[src/rtl/imu_pkg.sv]
// Shared types and command words for the IMU read sequencer.
package imu_pkg;

  typedef enum logic [2:0] {
    StPwrup,
    StW0,
    StW1,
    StW2,
    StIdle,
    StRdl,
    StRdh
  } imu_state_t;

  localparam logic [15:0] RD_YAWL  = 16'hA600;
  localparam logic [15:0] RD_YAWH  = 16'hA700;
  localparam logic [15:0] CFG0_DEF = 16'h0D02;
  localparam logic [15:0] CFG1_DEF = 16'h1160;
  localparam logic [15:0] CFG2_DEF = 16'h1440;

endpackage

[src/rtl/imu_int_sync.sv]
// Two-flop synchronizer for the asynchronous IMU data-ready line.
module imu_int_sync (
  input  logic clk_i,
  input  logic rst_i,
  input  logic async_i,
  output logic sync_o
);

  logic meta_q, meta_d;
  logic sync_q, sync_d;

  always_comb begin
    meta_d = async_i;
    sync_d = meta_q;
  end

  always_ff @(posedge clk_i or posedge rst_i) begin
    if (rst_i) begin
      meta_q <= 1'b0;
      sync_q <= 1'b0;
    end else begin
      meta_q <= meta_d;
      sync_q <= sync_d;
    end
  end

  assign sync_o = sync_q;

endmodule

[src/rtl/imu_rd_seq.sv]
// SPI transaction sequencer: power-up wait, three config writes, then yaw-rate reads on INT.
// Optional build macro YAW_AVG_EN: yaw_rt is the mean of the last four raw samples.
module imu_rd_seq
  import imu_pkg::*;
#(
  parameter int unsigned PWRUP_CYC = 65536,
  parameter logic [15:0] CFG0      = CFG0_DEF,
  parameter logic [15:0] CFG1      = CFG1_DEF,
  parameter logic [15:0] CFG2      = CFG2_DEF
) (
  input  logic        clk,
  input  logic        rst,
  input  logic        INT,
  input  logic        done,
  input  logic [15:0] rd_data,
  output logic        wrt,
  output logic [15:0] wt_data,
  output logic [15:0] yaw_rt,
  output logic        vld,
  output logic        cfg_done
);

  localparam int unsigned CntW = $clog2(PWRUP_CYC);
  localparam logic [CntW-1:0] CntLast = CntW'(PWRUP_CYC - 1);

  imu_state_t      state_q, state_d;
  logic            issue_q, issue_d;
  logic [CntW-1:0] cnt_q, cnt_d;
  logic [15:0]     wt_data_q, wt_data_d;
  logic [7:0]      yawl_q, yawl_d;
  logic [15:0]     yaw_q, yaw_d;
  logic            vld_q, vld_d;
  logic            cfg_done_q, cfg_done_d;
  logic            int_sync;
  logic [15:0]     raw;

  imu_int_sync u_int_sync (
    .clk_i  (clk),
    .rst_i  (rst),
    .async_i(INT),
    .sync_o (int_sync)
  );

  assign raw = {rd_data[7:0], yawl_q};

`ifdef YAW_AVG_EN
  logic [3:0][15:0]    hist_q, hist_d;
  logic signed [17:0]  sum_q, sum_d;
`endif

  always_comb begin
    state_d    = state_q;
    issue_d    = 1'b0;
    cnt_d      = cnt_q;
    wt_data_d  = wt_data_q;
    yawl_d     = yawl_q;
    yaw_d      = yaw_q;
    vld_d      = 1'b0;
    cfg_done_d = cfg_done_q;
`ifdef YAW_AVG_EN
    hist_d     = hist_q;
    sum_d      = sum_q;
`endif
    // issue_q is only ever set for the single ISSUE cycle; done is looked at only when it is clear.
    unique case (state_q)
      StPwrup: begin
        cnt_d = cnt_q + CntW'(1);
        if (cnt_q == CntLast) begin
          state_d   = StW0;
          issue_d   = 1'b1;
          wt_data_d = CFG0;
        end
      end
      StW0: begin
        if (!issue_q && done) begin
          state_d   = StW1;
          issue_d   = 1'b1;
          wt_data_d = CFG1;
        end
      end
      StW1: begin
        if (!issue_q && done) begin
          state_d   = StW2;
          issue_d   = 1'b1;
          wt_data_d = CFG2;
        end
      end
      StW2: begin
        if (!issue_q && done) begin
          state_d    = StIdle;
          cfg_done_d = 1'b1;
        end
      end
      StIdle: begin
        if (int_sync) begin
          state_d   = StRdl;
          issue_d   = 1'b1;
          wt_data_d = RD_YAWL;
        end
      end
      StRdl: begin
        if (!issue_q && done) begin
          yawl_d    = rd_data[7:0];
          state_d   = StRdh;
          issue_d   = 1'b1;
          wt_data_d = RD_YAWH;
        end
      end
      StRdh: begin
        if (!issue_q && done) begin
          state_d = StIdle;
          vld_d   = 1'b1;
`ifdef YAW_AVG_EN
          // Running sum over a 4-deep window; dropping bits [1:0] floors toward -inf.
          sum_d  = sum_q + {{2{raw[15]}}, raw} - {{2{hist_q[3][15]}}, hist_q[3]};
          hist_d = {hist_q[2:0], raw};
          yaw_d  = sum_d[17:2];
`else
          yaw_d  = raw;
`endif
        end
      end
      default: state_d = StPwrup;
    endcase
  end

  always_ff @(posedge clk or posedge rst) begin
    if (rst) begin
      state_q    <= StPwrup;
      issue_q    <= 1'b0;
      cnt_q      <= '0;
      wt_data_q  <= 16'h0000;
      yawl_q     <= 8'h00;
      yaw_q      <= 16'h0000;
      vld_q      <= 1'b0;
      cfg_done_q <= 1'b0;
`ifdef YAW_AVG_EN
      hist_q     <= '0;
      sum_q      <= '0;
`endif
    end else begin
      state_q    <= state_d;
      issue_q    <= issue_d;
      cnt_q      <= cnt_d;
      wt_data_q  <= wt_data_d;
      yawl_q     <= yawl_d;
      yaw_q      <= yaw_d;
      vld_q      <= vld_d;
      cfg_done_q <= cfg_done_d;
`ifdef YAW_AVG_EN
      hist_q     <= hist_d;
      sum_q      <= sum_d;
`endif
    end
  end

  assign wrt      = issue_q;
  assign wt_data  = wt_data_q;
  assign yaw_rt   = yaw_q;
  assign vld      = vld_q;
  assign cfg_done = cfg_done_q;

endmodule

[config.mk]
export PLATFORM = sky130hd
export DESIGN_NAME = imu_rd_seq
export DESIGN_NICKNAME = d
export VERILOG_FILES = /design/src/rtl/imu_pkg.sv /design/src/rtl/imu_int_sync.sv /design/src/rtl/imu_rd_seq.sv
export SDC_FILE = /design/constraint.sdc
export NUM_CORES = 1
export LEC_CHECK = 0
export BUFFER_PORTS_ARGS = -buffer_cell sky130_fd_sc_hd__buf_2
export CAP_MARGIN = 0
export CORE_MARGIN = 4
export CORE_UTILIZATION = 25
export DETAILED_ROUTE_END_ITERATION = 7
export PLACE_DENSITY = 0.54
export SYNTH_ARGS = -nofsm -noshare
export SYNTH_HDL_FRONTEND = slang
export SYNTH_HIERARCHICAL = 1
export SYNTH_SLANG_ARGS = --single-unit
export TNS_END_PERCENT = 30
[constraint.sdc]
create_clock -name clk -period 1.7 [get_ports clk]
set_clock_uncertainty 0.1 [all_clocks]
set_input_delay 0.34 -clock clk [delete_from_list [all_inputs] [get_ports clk]]
set_output_delay 0.34 -clock clk [all_outputs]
set_load 0.1 [all_outputs]
==> impl_metrics.csv <==
group,metric,value,unit
synthesis,syn_area,0.002337,sq mm
global_routing,antenna_found_initial,0,
worst_setup_path,crit_end,"cnt_q[11]",
synthesis,ys_seq_area_share,57.82,%
worst_setup_path,worstSetupPathType,"reg2reg",
clocking,clk-insertion-delay-late,0.31,ns
final_layout,seqCellArea,0.001353,sq mm
die,die_w,104.7,um
route,met1Wirelength,2137,um
clocking,cts_buffers,5,
global_routing,grt_overflow,0,
worst_setup_path,critPathMaxFanout,5,
synthesis,avgSynthCellArea,12.84,sq um
route,first_iter_violations,39,
clocking,cts_root_buffer,"clkbuf_8",
final_layout,final_cell_mix,"dfrtp_1 (53), buf_2 (39), buf_4 (17)",
min_path,min_from,"INT",
synthesis,syn_inst,182,
place,place_congestion,0.6868,
die,placementRows,35,
route,routed.top_layer,"met4",
die,coreArea,0.009153,sq mm
worst_setup_path,critPathArrivalTime,1.77,ns
sta,setup_ws,0.06197,ns
synthesis,synth-main-ff-cell,"dfrtp_1",
route,wl_met3,185,um
worst_setup_path,cp-end-kind,"register",
global_routing,grt_pass1_wl,7748,um
sta,finalSetupViolCount,0,
synthesis,synth_edf_count,0,
place,dpl_worst_slack,-0.1497,ns
route,wl_per_cell,12.70,um
place,dp_hpwl,3133,um
worst_setup_path,reg2reg_from,"state_q[1]",
sta,drv_slew,0,
global_routing,first_global_vias,1550,
clocking,cts-htree-levels,2,
synthesis,synth-seq-cells,54,
sta,worst_hold_slack,0.04171,ns
synthesis,async_flop_share,100.0,%
clocking,cts_tree,"done",
global_routing,globalRouteTotalUtil,8.727,%
route,firstDrtPassIters,4,
synthesis,synth_top_area_cell,"dfrtp_1",
die,die_area,0.01096,sq mm
final_layout,fillers,900,
die,ios,55,
clocking,clk_pin_slew,0.10,ns
place,dp.cells,340,
die,dieHeight,104.7,um
worst_setup_path,slowest_stage,"or3_4",
route,postRouteWirelength,4445,um
sta,hold_viol,0,
final_layout,insertedDiodeCount,0,
final_layout,drive_gt1_share,44.77,%
synthesis,synth_cell_types,44,
route,drcViolationCount,0,
worst_setup_path,r2r_slack,0.06,ns
worst_setup_path,cpPeakStageDelay,0.43,ns
final_layout,multi_input_area,952.2,sq um
worst_setup_path,cp.required,1.83,ns
sta,final.setup.tns,0,ns
synthesis,synth_top_cell_area_share,57.82,%
die,initial_core_util,25.54,%
sta,rsz0062_at_grt,"yes",
route,vias,1513,
sta,min_period,1.638,ns
clocking,cts.sinks,54,
final_layout,stdcell_count,350,
final_layout,final_common_cell,"dfrtp_1",
min_path,holdCritPathClass,"in2reg",
place,io_buffers,40,
route,final_antenna_net_count,0,
synthesis,synth_area_leaders,"dfrtp_1 (58%), mux2_2 (11%), xnor2_1 (3.4%), buf_4 (3.2%), xor2_1 (2.6%)",
global_routing,grt_max_degree,35,
worst_setup_path,cp-start-kind,"register",
final_layout,synthToLayoutAreaGrowth,26.23,%
clocking,cts_max_path_buffers,2,
route,avgViaCountPerCell,4.323,
worst_setup_path,crit_path_cell_trace,"or3_4, nor3_4, and4_1, xor2_1",
synthesis,ys_warn_count,6,
run_status,status,"completed",
sta,max_freq,0.6105,GHz
worst_setup_path,startpoint,"state_q[1]",
final_layout,nNetsFinal,259,
flow_run,maxCapViolations,0,
worst_setup_path,r2r-end,"cnt_q[11]",
worst_setup_path,worst_r2r_path_depth,4,
route,wl_met2,2065,um
sta,period_share,96.35,%
==> through the flow <==
| step | cell area (sq um) | util, % |
|---|---|---|
| floorplan | 2412 | - |
| global placement | 2773 | 30.29 |
| detailed placement | 2773 | 30.29 |
| CTS | 2919 | 31.89 |
| global route | 2950 | 32.24 |
| finish | 2950 | 32.24 |
==> per-layer routing <==
metal | vias up | global-route usage (%)
met5 | - | 0
met3 | 5 | 2.285
li1 | 729 | -
met2 | 31 | 13.47
met1 | 748 | 11.85
met4 | 0 | 3.093
==> cell type report <==
| cell class | instances | share of cell area, % |
|---|---|---|
| Multi-Input combinational cell | 112 | 32.27 |
| Tap cell | 111 | 4.707 |
| Sequential cell | 54 | 45.84 |
| Clock buffer | 5 | 2.332 |
| Timing Repair Buffer | 60 | 12.60 |
| Inverter | 5 | 0.6361 |
| Clock inverter | 3 | 1.612 |
==> cell families (layout without fill, tap and decap cells) <==
group / Yosys count / in the layout / synth area share, %
xor+xnor: 16 / 16 / 5.996
mux: 24 / 24 / 11.56
flops: 54 / 54 / 57.82
buf+inv: 21 / 73 / 5.514
other cells: 1 / 6 / 0.1604
simple gates: 49 / 49 / 13.49
compound gates: 16 / 16 / 4.925
fa+ha+maj: 1 / 1 / 0.5352
==> worst min-delay path by stage <==
stage               cells after the start  slack, ns           endpoint
finish                                  1       0.04  u_int_sync/meta_q
global route                            1       0.02  u_int_sync/meta_q
CTS                                     1       0.03  u_int_sync/meta_q
detailed placement                      2       0.12  u_int_sync/meta_q
global placement                        2       0.11  u_int_sync/meta_q
floorplan                               1      -0.02  u_int_sync/meta_q
==> synth_stat cells, drive strengths merged, types with 2 or more instances <==
cell,instances
xor2,7
nand2,13
mux2,24
dfrtp,54
nand4,6
o21ai,4
inv,5
buf,15
a21oi,3
and4,3
nand3,3
or2,2
nand2b,2
xnor2,9
nor2,6
nor3,5
==> critical path, delay by kind of cell (launching register included) <==
kind	cells	cell delay (ns)
and+or+nand+nor	3	0.92
DFF	1	0.41
xor gates and xnor gates	1	0.15
==> state kept, by name (all words and copies together), names as in the netlist <==
name               cells
u_int_sync/meta_q      1
u_int_sync/sync_o      1
cnt_q                 16
wrt                    1
vld                    1
yaw_rt                16
wt_data                6
cfg_done               1
yawl_q                 8
state_q                3
==> repair_timing <==
item                                    CTS  global route
gates resized for setup                   4             5
pin swaps                                 0             3
hold buffers                              1             0
hold endpoints to repair                 20             0
endpoints found under the setup margin   14            16
cloned                                    0             0
buffers inserted                          0             1
Power is not shown: default switching activity piles up to over one toggle a cycle in this logic, so the estimate is an artifact.
